$ cat src/rtl/icache_refill_ctrl_if.sv
// icache_refill_ctrl_if: fetch, array, replacement and memory-bus signals of the refill controller
// Optional ICACHE_REFILL_STATS_EN adds the miss_cnt/stall_cnt counter outputs.
interface icache_refill_ctrl_if #(
  parameter int TAG_WIDTH    = 20,
  parameter int OFFSET_WIDTH = 5,
  parameter int LINE_NUM     = 16
);
  localparam int IDW = $clog2(LINE_NUM);
  logic                    req_valid;
  logic [31:0]             req_addr;
  logic                    lookup_hit;
  logic [IDW-1:0]          victim_id;
  logic                    flush;
  logic                    cpu_stall;
  logic                    repl_advance;
  logic                    mem_req_valid;
  logic                    mem_req_ready;
  logic [31:0]             mem_req_addr;
  logic                    mem_resp_valid;
  logic [31:0]             mem_resp_data;
  logic                    mem_resp_last;
  logic                    data_we;
  logic [IDW-1:0]          data_line;
  logic [OFFSET_WIDTH-3:0] data_word;
  logic [31:0]             data_wdata;
  logic                    tag_we;
  logic [TAG_WIDTH-1:0]    tag_wdata;
  logic                    inval_all;
  logic                    refill_err;
`ifdef ICACHE_REFILL_STATS_EN
  logic [31:0]             miss_cnt;
  logic [31:0]             stall_cnt;
`endif
  modport master (
    input  req_valid, req_addr, lookup_hit, victim_id, flush,
           mem_req_ready, mem_resp_valid, mem_resp_data, mem_resp_last,
    output cpu_stall, repl_advance, mem_req_valid, mem_req_addr, data_we, data_line,
           data_word, data_wdata, tag_we, tag_wdata, inval_all, refill_err
`ifdef ICACHE_REFILL_STATS_EN
    , output miss_cnt, stall_cnt
`endif
  );
  modport slave (
    output req_valid, req_addr, lookup_hit, victim_id, flush,
           mem_req_ready, mem_resp_valid, mem_resp_data, mem_resp_last,
    input  cpu_stall, repl_advance, mem_req_valid, mem_req_addr, data_we, data_line,
           data_word, data_wdata, tag_we, tag_wdata, inval_all, refill_err
`ifdef ICACHE_REFILL_STATS_EN
    , input miss_cnt, stall_cnt
`endif
  );
endinterface

$ cat src/rtl/icache_refill_ctrl.sv
// icache_refill_ctrl: instruction-cache miss/refill sequencer (one line burst per miss)
// Optional ICACHE_REFILL_STATS_EN adds miss and stall-cycle counters.
module icache_refill_ctrl #(
  parameter int TAG_WIDTH    = 20,
  parameter int OFFSET_WIDTH = 5,
  parameter int LINE_NUM     = 16
) (
  input logic clk,
  input logic reset,
  icache_refill_ctrl_if.master bus
);
  localparam int IDW   = $clog2(LINE_NUM);
  localparam int WW    = OFFSET_WIDTH - 2;
  localparam int WORDS = 2 ** WW;
  typedef enum logic [1:0] {IDLE, REQ, FILL, DONE} state_t;
  state_t         state, state_n;
  logic [31:0]    line_addr;
  logic [IDW-1:0] victim;
  logic [WW-1:0]  beat;
  logic           flush_pending, inval_q, err_q;
  logic           miss, start, beat_done, line_done, stall;
  always_comb begin
    miss      = bus.req_valid & ~bus.lookup_hit;
    // a miss waits out both the flush request cycle and the invalidate cycle
    start     = (state == IDLE) & miss & ~bus.flush & ~inval_q;
    beat_done = (state == FILL) & bus.mem_resp_valid;
    line_done = beat_done & (beat == WW'(WORDS - 1));
    stall     = (state == IDLE) ? miss : 1'b1;
    state_n   = state;
    state_n   = (state == IDLE) ? (start ? REQ : IDLE) :
                (state == REQ)  ? (bus.mem_req_ready ? FILL : REQ) :
                (state == FILL) ? (line_done ? DONE : FILL) : IDLE;
    bus.cpu_stall     = stall;
    bus.mem_req_valid = (state == REQ);
    bus.mem_req_addr  = line_addr;
    bus.data_we       = beat_done;
    bus.data_line     = victim;
    bus.data_word     = beat;
    bus.data_wdata    = beat_done ? bus.mem_resp_data : 32'd0;
    bus.tag_we        = line_done;
    bus.repl_advance  = line_done;
    bus.tag_wdata     = line_addr[31 -: TAG_WIDTH];
    bus.inval_all     = inval_q;
    bus.refill_err    = err_q;
  end
  always_ff @(posedge clk) begin
    if (reset) begin
      state         <= IDLE;
      line_addr     <= '0;
      victim        <= '0;
      beat          <= '0;
      flush_pending <= 1'b0;
      inval_q       <= 1'b0;
      err_q         <= 1'b0;
    end else begin
      state <= state_n;
      if (start) begin
        line_addr <= bus.req_addr & ~32'((1 << OFFSET_WIDTH) - 1);
        victim    <= bus.victim_id;
        beat      <= '0;
      end else if (beat_done) begin
        beat <= beat + 1'b1;
      end
      flush_pending <= ((state == REQ) | (state == FILL)) & (flush_pending | bus.flush);
      inval_q       <= ((state == IDLE) & bus.flush) | ((state == DONE) & (flush_pending | bus.flush));
      err_q         <= err_q | (beat_done & (bus.mem_resp_last != (beat == WW'(WORDS - 1))));
    end
  end
`ifdef ICACHE_REFILL_STATS_EN
  always_ff @(posedge clk) begin
    if (reset) begin
      bus.miss_cnt  <= '0;
      bus.stall_cnt <= '0;
    end else begin
      bus.miss_cnt  <= bus.miss_cnt + 32'(start);
      bus.stall_cnt <= bus.stall_cnt + 32'(stall);
    end
  end
`endif
endmodule

$ cat src/flat_wrapper.sv
// flat-port wrapper written by rule: the top's interface ports become plain ports
module icache_refill_ctrl_flat 
#(
  parameter int TAG_WIDTH    = 20,
  parameter int OFFSET_WIDTH = 5,
  parameter int LINE_NUM     = 16
)
  (clk, reset, bus_req_valid, bus_req_addr, bus_lookup_hit, bus_victim_id, bus_flush, bus_mem_req_ready, bus_mem_resp_valid, bus_mem_resp_data, bus_mem_resp_last, bus_cpu_stall, bus_repl_advance, bus_mem_req_valid, bus_mem_req_addr, bus_data_we, bus_data_line, bus_data_word, bus_data_wdata, bus_tag_we, bus_tag_wdata, bus_inval_all, bus_refill_err);
  icache_refill_ctrl_if #(.TAG_WIDTH(TAG_WIDTH), .OFFSET_WIDTH(OFFSET_WIDTH), .LINE_NUM(LINE_NUM)) bus_i ();
  input logic clk;
  input logic reset;
  input wire logic [$bits(bus_i.req_valid)-1:0] bus_req_valid;
  input wire logic [$bits(bus_i.req_addr)-1:0] bus_req_addr;
  input wire logic [$bits(bus_i.lookup_hit)-1:0] bus_lookup_hit;
  input wire logic [$bits(bus_i.victim_id)-1:0] bus_victim_id;
  input wire logic [$bits(bus_i.flush)-1:0] bus_flush;
  input wire logic [$bits(bus_i.mem_req_ready)-1:0] bus_mem_req_ready;
  input wire logic [$bits(bus_i.mem_resp_valid)-1:0] bus_mem_resp_valid;
  input wire logic [$bits(bus_i.mem_resp_data)-1:0] bus_mem_resp_data;
  input wire logic [$bits(bus_i.mem_resp_last)-1:0] bus_mem_resp_last;
  output wire logic [$bits(bus_i.cpu_stall)-1:0] bus_cpu_stall;
  output wire logic [$bits(bus_i.repl_advance)-1:0] bus_repl_advance;
  output wire logic [$bits(bus_i.mem_req_valid)-1:0] bus_mem_req_valid;
  output wire logic [$bits(bus_i.mem_req_addr)-1:0] bus_mem_req_addr;
  output wire logic [$bits(bus_i.data_we)-1:0] bus_data_we;
  output wire logic [$bits(bus_i.data_line)-1:0] bus_data_line;
  output wire logic [$bits(bus_i.data_word)-1:0] bus_data_word;
  output wire logic [$bits(bus_i.data_wdata)-1:0] bus_data_wdata;
  output wire logic [$bits(bus_i.tag_we)-1:0] bus_tag_we;
  output wire logic [$bits(bus_i.tag_wdata)-1:0] bus_tag_wdata;
  output wire logic [$bits(bus_i.inval_all)-1:0] bus_inval_all;
  output wire logic [$bits(bus_i.refill_err)-1:0] bus_refill_err;
  assign bus_i.req_valid = bus_req_valid;
  assign bus_i.req_addr = bus_req_addr;
  assign bus_i.lookup_hit = bus_lookup_hit;
  assign bus_i.victim_id = bus_victim_id;
  assign bus_i.flush = bus_flush;
  assign bus_i.mem_req_ready = bus_mem_req_ready;
  assign bus_i.mem_resp_valid = bus_mem_resp_valid;
  assign bus_i.mem_resp_data = bus_mem_resp_data;
  assign bus_i.mem_resp_last = bus_mem_resp_last;
  assign bus_cpu_stall = bus_i.cpu_stall;
  assign bus_repl_advance = bus_i.repl_advance;
  assign bus_mem_req_valid = bus_i.mem_req_valid;
  assign bus_mem_req_addr = bus_i.mem_req_addr;
  assign bus_data_we = bus_i.data_we;
  assign bus_data_line = bus_i.data_line;
  assign bus_data_word = bus_i.data_word;
  assign bus_data_wdata = bus_i.data_wdata;
  assign bus_tag_we = bus_i.tag_we;
  assign bus_tag_wdata = bus_i.tag_wdata;
  assign bus_inval_all = bus_i.inval_all;
  assign bus_refill_err = bus_i.refill_err;
  icache_refill_ctrl #(.TAG_WIDTH(TAG_WIDTH), .OFFSET_WIDTH(OFFSET_WIDTH), .LINE_NUM(LINE_NUM)) u_core (.clk(clk), .reset(reset), .bus(bus_i));
endmodule
$ cat config.mk
export PLATFORM = sky130hd
export DESIGN_NAME = icache_refill_ctrl_flat
export DESIGN_NICKNAME = d
export VERILOG_FILES = /design/src/rtl/icache_refill_ctrl_if.sv /design/src/rtl/icache_refill_ctrl.sv /design/src/flat_wrapper.sv
export SDC_FILE = /design/constraint.sdc
export NUM_CORES = 1
export LEC_CHECK = 0
export CAP_MARGIN = 10
export CORE_MARGIN = 2
export CORE_UTILIZATION = 27
export CTS_CLUSTER_SIZE = 24
export DETAILED_ROUTE_END_ITERATION = 8
export PLACE_DENSITY = 0.74
export SYNTH_ARGS = -nofsm -noshare
export SYNTH_HDL_FRONTEND = slang
export SYNTH_SLANG_ARGS = --single-unit
$ cat constraint.sdc
create_clock -name clk -period 1.6 [get_ports clk]
set_clock_uncertainty 0.05 [all_clocks]
set_input_delay 0.32 -clock clk [delete_from_list [all_inputs] [get_ports clk]]
set_output_delay 0.32 -clock clk [all_outputs]
set_load 0.02 [all_outputs]
==> results.cfg, run 1 <==
[outcome]
run_status = finished with violations
failed_checks = setup timing

[floorplanning]
die_height_um = 86.2
io_pins = 174
chipWidth_um = 86.2
std_cell_rows = 29
initial_utilization_pct = 28.2
dieArea_um2 = 7430
core_um2 = 6460

[synth]
yosysSeqAreaShare_pct = 42.8
yosysMostFrequentCell = sky130_fd_sc_hd__dfxtp_1
postSynthAreaPerCell_um2 = 9.91
synth_top_area_share_pct = 42.8
postSynth.topFlopCell = sky130_fd_sc_hd__dfxtp_1
synth.cell_area_um2 = 1820
synth_unique_cells = 29
post_synthesis_cell_type_with_the_largest_combined_area = sky130_fd_sc_hd__dfxtp_1
synth-seq-cells = 39
yosysWarningCount = 0
synth_cells = 184
synthArstFlopShare_pct = 0
synth_area_leaders = sky130_fd_sc_hd__dfxtp_1, sky130_fd_sc_hd__a22o_1, sky130_fd_sc_hd__buf_4
synth_common_cells = sky130_fd_sc_hd__dfxtp_1, sky130_fd_sc_hd__and3_1, sky130_fd_sc_hd__a22o_1, sky130_fd_sc_hd__buf_4
synth_edf_count = 0

[clock_tree]
clockRootBuffer = sky130_fd_sc_hd__clkbuf_8
cts-hold-fix-buffers = 0
cts_tree = done
clkTransAtPathRegs_ns = 0.08
h_tree_depth = 2
clock_sinks = 39
cts_buffer_depth = 2
clkLatencyLatePin_ns = 0.29
cts_inserted_buffers = 5

[place]
dp_hpwl_um = 4840
gp_routability_congestion = 0.808
buffer_ports.inserted = 163
preCtsSetupSlack_ns = -0.575

[worst_setup_path]
startpoint_type = flop
crit_slowest_cell = sky130_fd_sc_hd__dfxtp_2
cp-end-kind = output port
crit_path_max_fo = 17
critical_path_class = flop to output port
critical_path_s_largest_stage_delay_ns = 0.33
timing.critical_path.required_ns = 1.23
critical_path.cell_chain = inv_2 -> ha_4 -> buf_16 -> and3_1 -> buf_6
worst-endpoint-arrival_ns = 1.34

[grt]
grt_pass1_wl_um = 10100
grt.met1_usage_pct = 21.7
globalRouteOverflowTotal = 0
track_usage_pct = 17.1
grt_antenna_before_repair = 0
grt_start_max_net_pins = 19
grt_busiest_layer = met2
use_met3_pct = 3.71
first_global_vias = 1861
met2_usage_pct = 29.1

[finish]
fillCellCount = 564
seqCellArea_um2 = 787
drive_above_1_share_pct = 30.2
synthToLayoutAreaGrowth_pct = 113
multi_input_comb_area_um2 = 885
insertedDiodeCount = 0
nNetsFinal = 432

[drt]
finalWirelength_um = 6880
drt_iter0_markers = 58
via_per_inst = 4.60
route.vias.total = 1967
drt_antenna_net_count = 0
post_drt_wl_per_cell_um = 16.1
drt-pass1-iter-count = 4
route.detailed.drc = 0

[sta]
final_period_minus_worst_setup_slack_ns = 1.71
layout_worst_path_cycle_share_pct = 107
timing.final.max_slew_violations = 0
final.hold.worst_slack_ns = 0.421
timing.final.hold_violations = 0
grt_setup_unrepaired = yes
setup_slack_ns = -0.110
achievable-frequency_mhz = 585
final-setup-viol-count = 35

[power]
pwr_density_cell_nw_per_um2 = 544
power_mw = 2.11
worst_vdd_drop_mv = 0.368
leakagePower_nw = 1.97

[flow_run]
max_cap_viol_count = 0

[min_path]
worst_hold_path_type = flop to flop
critical path: cells and delay by family (launching register included):
kind / cells / cell delay [ns]
adders and majority gates: 1 / 0.19
buffers and inverters: 3 / 0.34
DFF: 1 / 0.33
and+or+nand+nor: 1 / 0.18
report_power, final:
group	switching, mW	total (mW)	internal (mW)
Clock	0.354	0.657	0.303
Combinational	0.174	0.443	0.269
Sequential	0.0154	1.01	0.994
cell type report:
cell class	instances	share of cell area (%)
clock inverter	3	0.516
tap	77	2.48
sequential	39	20.3
multi-input combinational	103	22.8
inverter	6	0.645
timing repair buffer	195	51.5
clock buffer	5	1.77
worst paths after layout:
kind	end	start	slack [ns]	cells after the start
worst max-delay path	bus_data_wdata[21]	u_core.state[0]	-0.11	5
worst min-delay path	u_core.bus.mem_req_addr[31]	u_core.bus.mem_req_addr[31]	0.42	2
worst max register to register	u_core.bus.mem_req_addr[30]	u_core.state[0]	0	7
worst min register to register	u_core.bus.mem_req_addr[31]	u_core.bus.mem_req_addr[31]	0.42	2
repair_timing:
action | 4_1_cts | 5_1_grt
buffers inserted | 1 | 3
endpoints found under the hold margin | 0 | 0
resized for setup | 293 | 28
setup endpoints to repair | 126 | 69
pin swaps | 2 | 21
cloned | 2 | 2
state kept, by name, indices dropped and copies added (netlist names):
signal                   cells
u_core.bus.data_line         4
u_core.flush_pending         1
u_core.state                 2
u_core.bus.inval_all         1
u_core.bus.mem_req_addr     27
u_core.bus.data_word         3
u_core.bus.refill_err        1
cell families (layout without fill, tap and decap cells):
logic type	after synthesis	after routing	share of synthesized area [%]
flops	39	39	42.8
buf+inv	46	209	16.5
mux	4	4	2.19
xor+xnor	2	2	0.960
simple gates	47	47	15.8
other cells	1	5	0.206
fa+ha+maj	6	6	4.12
compound gates	39	39	17.5
through the flow:
| step | setup TNS [ns] | area [um^2] | utilization (%) | cells |
|---|---|---|---|---|
| CTS | -2.76 | 3710 | 57.5 | 423 |
| finish | -3.14 | 3880 | 60.1 | 428 |
| detailed placement | -27.44 | 3520 | 54.5 | 412 |
| floorplan | 0 | 1840 | - | 188 |
| global placement | -25.99 | 3520 | 54.5 | 412 |
| global route | -5.81 | 3880 | 60.1 | 428 |
cells in the final DEF, fill, tap and decap left out, drive strengths merged:
cell type,netlist,layout
a21o,1,1
a21oi,4,4
a22o,29,29
a31o,1,1
and2,2,2
and3,33,33
and4bb,1,1
buf,34,66
bufbuf,0,1
clkbuf,6,7
clkdlybuf4s50,0,69
clkinv,1,2
clkinvlp,0,2
conb,1,5
dfxtp,39,39
dlygate4sd2,0,57
ha,6,6
inv,5,5
mux2i,4,4
nand2,2,2
nand2b,1,1
nand3,1,1
nand4,1,1
nor2,2,2
nor3,4,4
o211a,1,1
o21ai,3,3
xnor2,1,1
xor2,1,1
per-layer routing:
metal / up-vias / share of wire [%]
met2: 77 / 52
met1: 927 / 42
met4: 0 / 1.7
met5: - / 0
li1: 953 / -
met3: 10 / 5.1
(Power assumes the default switching activity.)
==> run 2: changes to the inputs <==
--- a/config.mk
+++ b/config.mk
@@ -6,11 +6,12 @@
 export NUM_CORES = 1
 export LEC_CHECK = 0
 export CAP_MARGIN = 10
-export CORE_MARGIN = 2
+export CORE_MARGIN = 3
 export CORE_UTILIZATION = 27
 export CTS_CLUSTER_SIZE = 24
 export DETAILED_ROUTE_END_ITERATION = 8
 export PLACE_DENSITY = 0.74
+export SETUP_SLACK_MARGIN = 0.2
 export SYNTH_ARGS = -nofsm -noshare
 export SYNTH_HDL_FRONTEND = slang
 export SYNTH_SLANG_ARGS = --single-unit
==> constraint.sdc (replaced) <==
create_clock -name clk -period 1.4 [get_ports clk]
set_clock_uncertainty 0.05 [all_clocks]
set_input_delay 0.28 -clock clk [delete_from_list [all_inputs] [get_ports clk]]
set_output_delay 0.28 -clock clk [all_outputs]
set_load 0.02 [all_outputs]
==> run 2 against run 1 <==
The run still ends with setup timing left. Clock power up 11%. Core utilization rose by 0.64 points. Sequential power grew 14%. Combinational power grew 19%.
==> results.cfg, run 2 (synthesis results as in run 1) <==
[finish]
drive_above_1_share_pct = 55.2
nNetsFinal = 440
mostFrequentLayoutCells = sky130_fd_sc_hd__clkdlybuf4s50_1, sky130_fd_sc_hd__buf_6, sky130_fd_sc_hd__buf_2
max_reg_flops = 27
layout_commonest_cell = sky130_fd_sc_hd__clkdlybuf4s50_1
insertedDiodeCount = 0
synthToLayoutAreaGrowth_pct = 115

[power]
worst_vdd_drop_mv = 0.541
pwr_density_cell_nw_per_um2 = 613
power_mw = 2.40
leakagePower_nw = 1.86

[drt]
via_per_inst = 4.52
drt-pass1-iter-count = 3
route.vias.total = 1972
route.detailed.drc = 0
finalWirelength_um = 6610
drt_antenna_net_count = 0
post_drt_wl_per_cell_um = 15.2
drt_iter0_markers = 28

[worst_setup_path]
rrSetupSlack_ns = -0.27
count_of_buffer_and_inverter_cells_on_the_critical_path = 4
depth_of_the_worst_register_to_register_path = 8
critical_path_class = flop to flop
crit_path_max_fo = 6
total_stage_count_of_the_critical_path = 8
crit_slowest_cell = sky130_fd_sc_hd__dfxtp_4
timing.rr.start = u_core.state[1]
critical_path.cell_chain = buf_6 -> inv_6 -> ha_4 -> and4bb_4 -> a21oi_4 -> buf_6 -> buf_16 -> a22o_1
critical_path_s_largest_stage_delay_ns = 0.36
path_common_cell = sky130_fd_sc_hd__buf_6
timing.critical_path.required_ns = 1.53
startpoint_type = flop
regToRegEndpoint = u_core.bus.mem_req_addr[11]
cp-end-kind = flop
largest_delay_share_family_worst_path = buffers and inverters
worst-endpoint-arrival_ns = 1.80

[floorplanning]
die_height_um = 88.2
dieArea_um2 = 7780
io_pins = 174
initial_utilization_pct = 28.2
std_cell_rows = 29
core_um2 = 6460
chipWidth_um = 88.2

[sta]
layout_worst_path_cycle_share_pct = 120
final_period_minus_worst_setup_slack_ns = 1.67
setup_slack_ns = -0.273
timing.final.max_slew_violations = 0
timing.final.hold_violations = 0
final.hold.worst_slack_ns = 0.424
final-setup-viol-count = 73
grt_setup_unrepaired = yes
achievable-frequency_mhz = 598

[place]
buffer_ports.inserted = 163
dp_hpwl_um = 4620
gp_routability_congestion = 0.720

[clock_tree]
clkTransAtPathRegs_ns = 0.08
clkLatencyLatePin_ns = 0.29
cts-hold-fix-buffers = 0
cts_tree = done
h_tree_depth = 2
clock_sinks = 39
clockRootBuffer = sky130_fd_sc_hd__clkbuf_8
cts_buffer_depth = 2
cts_inserted_buffers = 5

[outcome]
failed_checks = setup timing
run_status = finished with violations

[grt]
first_global_vias = 1994
globalRouteOverflowTotal = 0
track_usage_pct = 15.8
grt_antenna_before_repair = 0
grt_start_max_net_pins = 35
grt_pass1_wl_um = 9690

[flow_run]
max_cap_viol_count = 0

[min_path]
worstHoldPathCells = 1
worst_hold_startpoint = u_core.bus.mem_req_addr[8]
worst_hold_path_type = flop to flop
whs_endpoint = u_core.bus.mem_req_addr[8]
run 2: cell types whose count changed in the layout (fill, tap and decap cells not counted), moves of 3 or more:
cell                            delta
sky130_fd_sc_hd__a21oi_1           -3
sky130_fd_sc_hd__a21oi_2           +3
sky130_fd_sc_hd__and3_1           -20
sky130_fd_sc_hd__and3_2           +16
sky130_fd_sc_hd__and3_4            +4
sky130_fd_sc_hd__buf_2            +43
sky130_fd_sc_hd__buf_6            +23
sky130_fd_sc_hd__dfxtp_4           +3
sky130_fd_sc_hd__dlygate4sd2_1    -56
sky130_fd_sc_hd__nor3_1            -3
sky130_fd_sc_hd__nor3_2            +3
run 2: layout make-up:
cell class | count | area, um^2
Inverter | 6 | 30.0
Tap cell | 77 | 96.3
Sequential cell | 39 | 797
Clock inverter | 1 | 5.00
Clock buffer | 7 | 76.3
Fill cell | 576 | 2540
Multi-Input combinational cell | 103 | 992
Timing Repair Buffer | 203 | 1930
run 2: per-layer routing:
layer,GRT usage [%],vias up,share of wire [%]
li1,-,970,-
met1,16.8,902,37
met2,29.8,95,53
met3,5.46,5,9.6
met4,3.30,0,0.48
met5,0,-,0
run 2: how the worst max path moves through the flow:
| stage | start | end | slack [ns] |
|---|---|---|---|
| 3_3_place_gp | bus_mem_resp_valid | bus_data_wdata[23] | -0.68 |
| 4_1_cts | u_core.state[0] | bus_data_wdata[28] | -0.25 |
| 2_1_floorplan | u_core.state[1] | u_core.bus.mem_req_addr[20] | -0.04 |
| 6_report | u_core.state[1] | u_core.bus.mem_req_addr[11] | -0.27 |
| 5_1_grt | u_core.state[1] | u_core.bus.mem_req_addr[11] | -0.31 |
| 3_5_place_dp | bus_mem_resp_valid | bus_data_wdata[24] | -0.68 |
run 2: through the flow:
stage	setup TNS [ns]	area (um^2)	worst slack (ns)	util, %	instances
floorplan	-0.812	1940	-0.0447	-	188
global placement	-35.54	3590	-0.679	55.6	410
detailed placement	-35.88	3590	-0.676	55.6	410
CTS	-14.43	3770	-0.250	58.4	431
global route	-18.88	3920	-0.312	60.7	436
finish	-15.46	3920	-0.273	60.7	436
run 2: repair_timing:
action | CTS | global route
endpoints found under the hold margin | 0 | 0
pin swaps | 20 | 12
gates cloned | 5 | 1
setup endpoints to repair | 131 | 86
gates resized for setup | 500 | 35
setup buffers | 8 | 4
run 2: power breakdown:
group / total (mW) / internal, mW / switching (mW)
Sequential: 1.15 / 1.13 / 0.0191
Clock: 0.726 / 0.350 / 0.376
Combinational: 0.528 / 0.318 / 0.210
==> run 3: changes to the inputs <==
--- a/config.mk
+++ b/config.mk
@@ -7,10 +7,11 @@
 export LEC_CHECK = 0
 export CAP_MARGIN = 10
 export CORE_MARGIN = 3
-export CORE_UTILIZATION = 27
+export CORE_UTILIZATION = 28
+export CTS_BUF_LIST = sky130_fd_sc_hd__clkbuf_4 sky130_fd_sc_hd__clkbuf_8
 export CTS_CLUSTER_SIZE = 24
 export DETAILED_ROUTE_END_ITERATION = 8
-export PLACE_DENSITY = 0.74
+export PLACE_DENSITY = 0.81
 export SETUP_SLACK_MARGIN = 0.2
 export SYNTH_ARGS = -nofsm -noshare
 export SYNTH_HDL_FRONTEND = slang
==> run 3 against run 2 <==
The flow still finishes with violations (setup timing). Critical path type is now flop to output port. Sequential share of layout area down 0.44 points. Final area up 2.0%. Non-clock buffer count up 1. Hold slack better by 0.0026 ns. Register-to-register slack better by 0.07 ns. Sequential cell count unchanged. Critical path depth down 3.
==> results.cfg, run 3 (synthesis results as in run 1) <==
[worst_setup_path]
critical_path.cell_chain = inv_2 -> ha_4 -> buf_6 -> and3_2 -> buf_6
timing.critical_path.required_ns = 1.07
cp-end-kind = output port
startpoint_type = flop
worst-endpoint-arrival_ns = 1.30
largest_delay_share_family_worst_path = flip-flops
crit_path_max_fo = 11
path_common_cell = sky130_fd_sc_hd__buf_6
count_of_buffer_and_inverter_cells_on_the_critical_path = 3
critical_path_class = flop to output port
crit_slowest_cell = sky130_fd_sc_hd__dfxtp_2
critical_path_s_largest_stage_delay_ns = 0.34

[clock_tree]
clockRootBuffer = sky130_fd_sc_hd__clkbuf_8
cts-hold-fix-buffers = 0
cts_buffer_depth = 2
cts_inserted_buffers = 5
cts_tree = done
h_tree_depth = 2
clock_sinks = 39
clkLatencyLatePin_ns = 0.28
clkTransAtPathRegs_ns = 0.08

[floorplanning]
chipWidth_um = 86.7
std_cell_rows = 28
core_um2 = 6100
dieArea_um2 = 7520
initial_utilization_pct = 29.9
io_pins = 174
die_height_um = 86.7

[grt]
track_usage_pct = 17.8
grt_pass1_wl_um = 10500
grt_start_max_net_pins = 18
first_global_vias = 2074
globalRouteOverflowTotal = 0
grt_antenna_before_repair = 0

[sta]
achievable-frequency_mhz = 615
layout_worst_path_cycle_share_pct = 116
final_period_minus_worst_setup_slack_ns = 1.63
timing.final.max_slew_violations = 0
setup_tns_ns = -13.04
final.hold.worst_slack_ns = 0.426
final-setup-viol-count = 72
timing.final.hold_violations = 0
setup_slack_ns = -0.226
grt_setup_unrepaired = yes

[drt]
route.detailed.drc = 0
finalWirelength_um = 7200
post_drt_wl_per_cell_um = 16.6
drt_iter0_markers = 30
drt-pass1-iter-count = 4
route.vias.total = 2022
via_per_inst = 4.65
drt_antenna_net_count = 0

[finish]
nNetsFinal = 441
layout.core_utilization_pct = 65.7
drive_above_1_share_pct = 57.2
layout_commonest_cell = sky130_fd_sc_hd__clkdlybuf4s50_1
synthToLayoutAreaGrowth_pct = 119
insertedDiodeCount = 0
layout.cell_area.non_filler_um2 = 4000
stdcell_count = 435
mostFrequentLayoutCells = sky130_fd_sc_hd__clkdlybuf4s50_1, sky130_fd_sc_hd__buf_6, sky130_fd_sc_hd__buf_2
max_reg_flops = 27

[place]
buffer_ports.inserted = 163
placedCellCount = 410
place_area_um2 = 3600
gp_routability_congestion = 0.718
dp_hpwl_um = 4890
preCtsSetupSlack_ns = -0.697

[power]
power.net_switching_mw = 0.617
leakagePower_nw = 1.88
p_seq_share_pct = 45.9
worst_vdd_drop_mv = 0.605
pwr_density_cell_nw_per_um2 = 627
switching_share_pct = 24.6
clock_power_share_pct = 33.3
cellInternalPower_mw = 1.89
power_mw = 2.51
pwr-share-comb_pct = 20.8

[min_path]
worst_hold_path_type = flop to flop

[outcome]
failed_checks = setup timing
run_status = finished with violations

[flow_run]
max_cap_viol_count = 0
-- run 3: path summary, 6_finish.rpt --
| kind | from | to | slack (ns) | cells past startpoint |
|---|---|---|---|---|
| setup / recovery | u_core.state[0] | bus_data_wdata[21] | -0.23 | 5 |
| hold / removal | u_core.bus.data_line[2] | u_core.bus.data_line[2] | 0.43 | 1 |
| setup reg to reg | u_core.state[1] | u_core.bus.mem_req_addr[27] | -0.20 | 7 |
| hold reg to reg | u_core.bus.data_line[2] | u_core.bus.data_line[2] | 0.43 | 1 |
-- run 3: per-layer routing --
metal  routed length [um]  track usage (%)  up-vias
met2                 4020             36.3      103
li1                     -                -      973
met4                   53             3.40        0
met5                    0                0        -
met1                 2520             17.5      942
met3                  613             5.04        4
-- run 3: cell type report --
| class | count | area, um^2 |
|---|---|---|
| fillers | 501 | 2090 |
| flip-flops and latches | 39 | 796 |
| clock inverters | 1 | 6.26 |
| well taps | 75 | 93.8 |
| repair buffers | 204 | 1930 |
| clock buffers | 7 | 96.3 |
| inverters | 6 | 30.0 |
| multi-input cells | 103 | 1050 |
-- run 3: power groups by stage --
| stage | registers [mW] | logic, mW | clock network, mW |
|---|---|---|---|
| after floorplan | 1.21 | 0.153 | 0 |
| after global placement | 1.18 | 0.483 | 0 |
| after detailed placement | 1.18 | 0.490 | 0 |
| after CTS | 1.15 | 0.504 | 0.852 |
| after global routing | 1.16 | 0.552 | 0.888 |
| final | 1.15 | 0.521 | 0.836 |
-- run 3: worst reg2reg max path, delay by kind of cell (launching register included) --
kind / cells / cell delay, ns
flip-flops: 1 / 0.36
adder cells (fa/ha/maj): 1 / 0.13
AO/OA/AOI/OAI: 1 / 0.12
buffers and inverters: 3 / 0.34
AND/OR/NAND/NOR: 2 / 0.54
-- run 3: what timing repair did --
action / in CTS / in global routing
setup buffers: 5 / 4
resized for setup: 524 / 21
endpoints found under the setup margin: 131 / 85
pin swaps: 10 / 7
gates cloned: 7 / 1
